File: src/rtl/pipe_pkg.sv
// Shared definitions for the skid-buffered pipeline stage: FSM state encodings
// and the default opcode used to mark a bubble.
package pipe_pkg;

  typedef enum logic [1:0] {
    ST_EMPTY = 2'd0,
    ST_ONE   = 2'd1,
    ST_FULL  = 2'd2
  } state_t;

  localparam logic [3:0] PIPE_NOP_OP = 4'b1011;

endpackage

File: src/rtl/sat_counter.sv
// Saturating up-counter: advances by one on each cycle with inc high and then
// sticks at all-ones.
module sat_counter #(
  parameter int CNT_W = 16
) (
  input  logic             clk,
  input  logic             rst,
  input  logic             inc,
  output logic [CNT_W-1:0] count
);

  logic [CNT_W-1:0] r_count;

  always_ff @(posedge clk or negedge rst) begin
    if (!rst) begin
      r_count <= '0;
    end else if (inc && (r_count != {CNT_W{1'b1}})) begin
      r_count <= r_count + CNT_W'(1);
    end
  end

  assign count = r_count;

endmodule

File: src/rtl/pipe_skid_stage.sv
// Two-entry skid-buffered pipeline stage with registered in_ready, bubble
// insertion on empty, synchronous flush and a saturating backpressure counter.
module pipe_skid_stage
  import pipe_pkg::*;
#(
  parameter int              DATA_W = 64,
  parameter int              OP_W   = 4,
  parameter logic [OP_W-1:0] NOP_OP = OP_W'(PIPE_NOP_OP),
  parameter int              CNT_W  = 16
) (
  input  logic              clk,
  input  logic              rst,
  input  logic              flush,
  input  logic              in_valid,
  output logic              in_ready,
  input  logic [DATA_W-1:0] in_data,
  input  logic [OP_W-1:0]   in_op,
  input  logic              in_invalid,
  output logic              out_valid,
  input  logic              out_ready,
  output logic [DATA_W-1:0] out_data,
  output logic [OP_W-1:0]   out_op,
  output logic              out_invalid,
  output logic [1:0]        occupancy,
  output logic [CNT_W-1:0]  stall_cnt
);

  state_t            r_state, w_state_next;
  logic              r_in_ready;
  logic [DATA_W-1:0] r_main_data, w_main_data_next;
  logic [OP_W-1:0]   r_main_op, w_main_op_next;
  logic              r_main_inv, w_main_inv_next;
  logic [DATA_W-1:0] r_skid_data, w_skid_data_next;
  logic [OP_W-1:0]   r_skid_op, w_skid_op_next;
  logic              r_skid_inv, w_skid_inv_next;

  logic w_out_valid;
  logic w_in_fire;
  logic w_out_fire;
  logic w_stall;

  assign w_out_valid = (r_state != ST_EMPTY);
  assign w_in_fire   = in_valid & r_in_ready;
  assign w_out_fire  = w_out_valid & out_ready;
  assign w_stall     = w_out_valid & ~out_ready;

  always_comb begin
    w_state_next     = r_state;
    w_main_data_next = r_main_data;
    w_main_op_next   = r_main_op;
    w_main_inv_next  = r_main_inv;
    w_skid_data_next = r_skid_data;
    w_skid_op_next   = r_skid_op;
    w_skid_inv_next  = r_skid_inv;

    if (flush) begin
      w_state_next     = ST_EMPTY;
      w_main_data_next = '0;
      w_main_op_next   = NOP_OP;
      w_main_inv_next  = 1'b1;
    end else begin
      case (r_state)
        ST_EMPTY: begin
          if (w_in_fire) begin
            w_state_next     = ST_ONE;
            w_main_data_next = in_data;
            w_main_op_next   = in_op;
            w_main_inv_next  = in_invalid;
          end else begin
            // Bubble keeps the previous invalid flag on purpose.
            w_main_data_next = '0;
            w_main_op_next   = NOP_OP;
          end
        end
        ST_ONE: begin
          case ({w_in_fire, w_out_fire})
            2'b10: begin
              w_state_next     = ST_FULL;
              w_skid_data_next = in_data;
              w_skid_op_next   = in_op;
              w_skid_inv_next  = in_invalid;
            end
            2'b01: begin
              w_state_next     = ST_EMPTY;
              w_main_data_next = '0;
              w_main_op_next   = NOP_OP;
            end
            2'b11: begin
              w_main_data_next = in_data;
              w_main_op_next   = in_op;
              w_main_inv_next  = in_invalid;
            end
            default: ;
          endcase
        end
        ST_FULL: begin
          // in_ready is low while FULL, so only the drain case exists here.
          if (w_out_fire) begin
            w_state_next     = ST_ONE;
            w_main_data_next = r_skid_data;
            w_main_op_next   = r_skid_op;
            w_main_inv_next  = r_skid_inv;
          end
        end
        default: w_state_next = ST_EMPTY;
      endcase
    end
  end

  always_ff @(posedge clk or negedge rst) begin
    if (!rst) begin
      r_state     <= ST_EMPTY;
      r_in_ready  <= 1'b0;
      r_main_data <= '0;
      r_main_op   <= NOP_OP;
      r_main_inv  <= 1'b0;
      r_skid_data <= '0;
      r_skid_op   <= '0;
      r_skid_inv  <= 1'b0;
    end else begin
      r_state     <= w_state_next;
      r_in_ready  <= (w_state_next != ST_FULL);
      r_main_data <= w_main_data_next;
      r_main_op   <= w_main_op_next;
      r_main_inv  <= w_main_inv_next;
      r_skid_data <= w_skid_data_next;
      r_skid_op   <= w_skid_op_next;
      r_skid_inv  <= w_skid_inv_next;
    end
  end

  sat_counter #(
    .CNT_W(CNT_W)
  ) u_stall_cnt (
    .clk  (clk),
    .rst  (rst),
    .inc  (w_stall),
    .count(stall_cnt)
  );

  assign in_ready    = r_in_ready;
  assign out_valid   = w_out_valid;
  assign out_data    = r_main_data;
  assign out_op      = r_main_op;
  assign out_invalid = r_main_inv;
  assign occupancy   = r_state;

endmodule

File: config.mk
export PLATFORM = sky130hd
export DESIGN_NAME = pipe_skid_stage
export DESIGN_NICKNAME = d
export VERILOG_FILES = /design/src/rtl/pipe_pkg.sv /design/src/rtl/sat_counter.sv /design/src/rtl/pipe_skid_stage.sv
export SDC_FILE = /design/constraint.sdc
export NUM_CORES = 1
export LEC_CHECK = 0
export CAP_MARGIN = 5
export CELL_PAD_IN_SITES_DETAIL_PLACEMENT = 1
export CELL_PAD_IN_SITES_GLOBAL_PLACEMENT = 2
export CORE_ASPECT_RATIO = 1.5
export CORE_MARGIN = 3
export CORE_UTILIZATION = 36
export DETAILED_ROUTE_END_ITERATION = 8
export PLACE_DENSITY_LB_ADDON = 0.1
export SLEW_MARGIN = 40
export SYNTH_ARGS = -nofsm -noshare
export SYNTH_HDL_FRONTEND = slang
export SYNTH_SLANG_ARGS = --single-unit
export TNS_END_PERCENT = 5
File: constraint.sdc
create_clock -name clk -period 2.9 [get_ports clk]
set_input_delay 0.87 -clock clk [delete_from_list [all_inputs] [get_ports clk]]
set_output_delay 0.87 -clock clk [all_outputs]
set_load 0.1 [all_outputs]
Word-level counts from Yosys, hierarchy flattened

Index checks and enable logic that the tools add are counted.

Add/subtract/negate cells: 1
Eq/ne operators: 11
Mux-type cells: 20
Bitwise logic cells: 5
Reduce and logical (&&, ||, !) cells: 7

Operator list:

| cell                                                   | count |
|---|---|
| 2-to-1 mux 64 bit                                      | 3 |
| one-hot mux 64 bit (3 select lines)                    | 1 |
| one-hot mux 64 bit (2 select lines)                    | 1 |
| adder 16 x 1 -> 16 bit (second input constant)         | 1 |
| inequality test 16 bit (second input constant)         | 1 |
| 2-to-1 mux 4 bit                                       | 3 |
| one-hot mux 4 bit (3 select lines)                     | 1 |
| one-hot mux 4 bit (2 select lines)                     | 1 |
| == test 2 bit (second input constant)                  | 3 |
| 2-to-1 mux 2 bit                                       | 3 |
| inequality test 3 bit (second input constant)          | 2 |
| one-hot mux 2 bit (3 select lines)                     | 1 |
| AND reduction 3 bit                                    | 2 |
| == test 2 x 1 -> 1 bit (second input constant)         | 2 |
| 2-to-1 mux 1 bit                                       | 4 |
| inequality test 4 x 2 -> 1 bit (second input constant) | 1 |
| one-hot mux 2 bit (2 select lines)                     | 1 |
| AND reduction 4 bit                                    | 1 |
| nonzero test 4 bit                                     | 1 |
| bitwise AND 1 bit                                      | 3 |
| inequality test 3 x 2 -> 1 bit (second input constant) | 1 |
| one-hot mux 1 bit (3 select lines)                     | 1 |
| zero test 2 bit                                        | 1 |
| inequality test 2 bit (second input constant)          | 1 |
| other kinds (3)                                        | 4 |

Bits in registers: 157
Input port bits: 74
Logic and storage cells: 53

Logic depth before layout (Yosys ltp)

Gate-level depths: netlist of the first run.

Depth after elaboration: 7
Mapped depth: 9
Gate-level depth less buffers: 6

By module

A second synthesis of the first run with hierarchy kept.

Cells, all modules: 501
Area total of the unflattened synthesis: 6,841.6 µm²

Modules (own cells, without submodules):

| module          | instances | cells an instance | area each (µm²) | seq. area each (µm²) |
|---|---|---|---|---|
| pipe_skid_stage | 1         | 424               | 5,957.0         | 3,532.1 |
| sat_counter     | 1         | 77                | 884.6           | 400.4 |

Least setup slack after synthesis of the first run

No wires, ideal clock.

Kind: register to output
From: reg r_state[0] (netlist: occupancy[0])
To: out out_valid
Arrival time: 2.220 ns
Setup slack: -0.190 ns
Cell stages (with the launch flop): 5
Path buffers: 1
Cell sequence: dfrtp_1 -> inv_1 -> ha_1 -> buf_6 -> inv_1

Word-level cells in the longest chain between the ends: 1

Ends and longest elaborated chain:

| item                     | RTL line               | source |
|---|---|---|
| start: declaration       | pipe_skid_stage.sv:28  | `state_t r_state, w_state_next;` |
| start signal: assignment | pipe_skid_stage.sv:121 | `r_state <= w_state_next;` |
| nonzero test 2 bit       | pipe_skid_stage.sv:42  | `assign w_out_valid = (r_state != ST_EMPTY);` |
| end: declaration         | pipe_skid_stage.sv:19  | `output logic out_valid,` |

Every way passes these cells.

Worst setup path in the final report of the first run

Same ends and word-level chain as after synthesis.

==> results.py, run 1 <==
metrics = {
    "status": {
        "status": "complete, no violations",
    },
    "drt": {
        "detail-route-antenna-nets": 0,
        "detailedRoute.firstIterationViolations": 274,
        "wire_per_inst_um": 20.2,
        "detailedRoute.firstPassIterationCount": 4,
        "vias_per_cell": 5.35,
        "vias": 5025,
        "wl_mm": 19.0,
        "drc": 0,
    },
    "clocking": {
        "root_buffer": "sky130_fd_sc_hd__clkbuf_16",
        "clk_pin_slew_ns": 0.07,
        "cts_tree": "done",
        "cts.sinks": 157,
        "hold_buffers": 0,
        "htreeDepth": 4,
        "clkLatencyLatePin_ns": 0.42,
        "clk_path_buf_depth": 2,
        "cts_buffers": 17,
    },
    "logic_synthesis": {
        "leading_register_cell_type_out_of_synthesis": "sky130_fd_sc_hd__dfrtp_1",
        "post_synth_and_or_nand_nor_area_fraction_pct": 12.3,
        "netlist_instances": 515,
        "syn_nets": 594,
        "synth_largest_area_cell": "sky130_fd_sc_hd__dfrtp_1",
        "post_synth_xor_area_fraction_pct": 1.50,
        "synthAdderAreaFrac_pct": 0.896,
        "syn_avg_cell_area_um2": 13.6,
        "yosys_warnings": 0,
        "synth-seq-cells": 157,
        "async_flop_share_pct": 100,
        "yosys-mux-area-fraction_pct": 12.3,
        "synth_sequential_area_ratio_pct": 56.3,
        "synth-compound-area-share_pct": 12.5,
        "synth_cell_types": 52,
        "cells_taking_the_most_area_after_synthesis": "sky130_fd_sc_hd__dfrtp_1 55%, sky130_fd_sc_hd__mux2_2 10%, sky130_fd_sc_hd__a221o_1 9.2%",
        "synthesis.area_um2": 6990,
        "synth_top_area_share_pct": 55.2,
        "synth_top_family_by_area": "compound AO/OA/AOI/OAI gates",
        "synth_edf_count": 0,
    },
    "critical_path": {
        "cp_common_cell": "sky130_fd_sc_hd__inv_1",
        "path_class": "flip-flop to primary output",
        "critical-path-max-stage-delay_ns": 0.46,
        "cp_data_arrival_time_ns": 1.72,
        "critPathRequiredTime_ns": 2.03,
        "end_kind": "primary output",
        "worst_reg2reg_path_length_in_cells": 7,
        "reg2reg_to": "r_skid_data[51]",
        "crit_chain": "inv_1 > ha_2 > inv_1 > buf_12",
        "r2r_setup_slack_ns": 0.72,
        "cp_top_family": "buffers and inverters",
        "crit_buf_inv": 3,
        "critical_path_fanouts_max": 11,
        "timing.critical_path.depth": 4,
        "slowest_stage": "sky130_fd_sc_hd__dfrtp_2",
        "worst_flop_to_flop_path_startpoint": "occupancy[0]",
        "setup.worst_path.start_class": "flip-flop",
        "cp-startpoint": "occupancy[0]",
        "crit_path_end": "out_valid",
    },
    "final_layout": {
        "cell_area_after_layout_um2": 9340,
        "area_delta_synth_final_pct": 33.7,
        "number_of_nets_in_the_final_layout": 754,
        "post-route-util_pct": 49.8,
        "fillCellCount": 1947,
        "insertedDiodeCount": 0,
        "drive_gt1_share_pct": 34.3,
    },
    "power": {
        "leakage_dissipation_nw": 4.11,
        "power-per-cell-area_nw_per_um2": 840,
        "ir_worst_vdd_mv": 0.368,
    },
    "timing": {
        "finalSetupTns_ns": 0,
        "top_achievable_clock_speed_mhz": 386,
        "setup_repair_after_global_routing_missed_its_margin": "false",
        "final_number_of_max_transition_violations": 0,
        "post-route-min-period_ns": 2.59,
        "timing.slew.headroom_pct": 59.2,
        "timing.clock.skew_ns": 0.0100,
        "timing_worst_slew_pin_value_ns": 0.612,
        "timing.final.hold_violations": 0,
        "final.hold.worst_slack_ns": 0.394,
        "final_critical_path_share_of_the_clock_period_pct": 89.4,
        "timing.final.setup_violations": 0,
    },
    "placed_design": {
        "port_buffers": 162,
        "dpl-instance-area_um2": 8730,
        "dp.final_hpwl_mm": 12.6,
        "gpl.final_weighted_congestion": 0.740,
    },
    "flow_run": {
        "drv_cap": 0,
    },
    "floorplan": {
        "floorplan.initialDensity_pct": 37.2,
        "design.portCount": 163,
        "core_area_um2": 18800,
        "die_width_um": 120,
        "die_outline_area_um2": 21100,
        "dieHeight_um": 177,
        "rows": 61,
    },
    "global_routing": {
        "antenna_found_initial": 0,
        "grt_start_max_net_pins": 55,
        "grt_overflow_total": 0,
        "first_global_vias": 5656,
        "grtUsageTotal_pct": 18.3,
        "global_route_wire_length_before_repair_mm": 30.5,
    },
    "min_path": {
        "worstHoldPathType": "input port to asynchronous set/reset pin",
    },
}
[kinds of logic after synthesis]
group | after synthesis
XOR/XNOR | 12
AND/OR/NAND/NOR | 128
buffers and inverters | 47
flip-flops | 157
AO/OA/AOI/OAI | 93
multiplexers | 73
adder cells (fa/ha/maj) | 5
[placed cells by master (no fill, tap or decap), drive strengths merged, types with 3 or more instances in the layout]
cell and n:
clkdlybuf4s50 71, and2 3, mux2 72, buf 111, ha 5, dfrtp 154, inv 11, o21a 3
nor2b 4, nor3b 64, clkinvlp 4, nand4 8, and3 5, nand2b 3, a21oi 5, nor2 10
dfstp 3, bufinv 3, nand2 14, xnor2 3, clkbuf 18, xor2 9, nor3 5, a221o 64
nand3 3, o21ai 4, nor4 5
[stage by stage]
stage          total power, mW  cells  setup slack (ns)
2_1_floorplan             4.87    515             0.144
3_3_place_gp              5.50    908             0.164
3_5_place_dp              5.58    908             0.109
4_1_cts                   7.95    940            0.0653
5_1_grt                   8.22    940             0.201
6_report                  7.84    940             0.308
[per-layer routing]
layer / track usage [%] / wire, um
met2: 32.8 / 10100
met5: 0 / 0
met3: 4.13 / 832
met1: 21.5 / 7740
met4: 6.31 / 312
[report_power, final]
group | internal [mW] | switching (mW) | total, mW
Combinational | 0.868 | 1.54 | 2.41
Sequential | 2.77 | 0.345 | 3.11
Clock | 1.37 | 0.952 | 2.32
Total | 5.00 | 2.84 | 7.84
[sequential cells by signal, indices dropped and copies added (netlist names)]
signal / count
out_invalid: 1
r_skid_op: 4
occupancy: 2
r_skid_data: 64
in_ready: 1
r_skid_inv: 1
u_stall_cnt.count: 16
out_data: 64
out_op: 4
[cell usage after synthesis (all sizes together), types with 5 or more instances]
master  count
nor3b      64
nor2       10
buf        29
inv         6
a21oi       5
clkbuf     12
a221o      64
xor2        9
ha          5
and3        5
dfrtp     154
nand4       8
nand2      14
nor4        5
mux2       72
nor3        5
[how the worst min path moves through the flow]
stage	startpoint	end	slack [ns]	cells past startpoint
2_1_floorplan	r_skid_op[0]	r_skid_op[0]	0.47	1
3_3_place_gp	r_skid_data[18]	out_data[18]	0.48	1
3_5_place_dp	r_skid_data[18]	out_data[18]	0.49	1
4_1_cts	rst	u_stall_cnt.count[11]	0.42	1
5_1_grt	rst	u_stall_cnt.count[15]	0.43	1
6_report	rst	u_stall_cnt.count[15]	0.39	1
[area by class of cell]
class | count | area, um2 | share of cell area [%]
sequential | 157 | 3940 | 42.1
clock inverter | 14 | 180 | 1.93
multi-input combinational | 311 | 2780 | 29.7
tap | 252 | 315 | 3.38
timing repair buffer | 182 | 1680 | 18.0
clock buffer | 18 | 429 | 4.59
inverter | 6 | 22.5 | 0.241
[repair_timing]
| item | in CTS | in global routing |
|---|---|---|
| endpoints found under the setup margin | 0 | 1 |
| gates resized for setup | 0 | 1 |
| setup buffers | 0 | 0 |
(Power assumes the default switching activity.)
==> run 2: changes to the inputs <==
--- a/config.mk
+++ b/config.mk
@@ -5,7 +5,6 @@
 export SDC_FILE = /design/constraint.sdc
 export NUM_CORES = 1
 export LEC_CHECK = 0
-export CAP_MARGIN = 5
 export CELL_PAD_IN_SITES_DETAIL_PLACEMENT = 1
 export CELL_PAD_IN_SITES_GLOBAL_PLACEMENT = 2
 export CORE_ASPECT_RATIO = 1.5
==> results of run 2 <==
No change in the layout: final DEF, timing and power equal those of run 1.
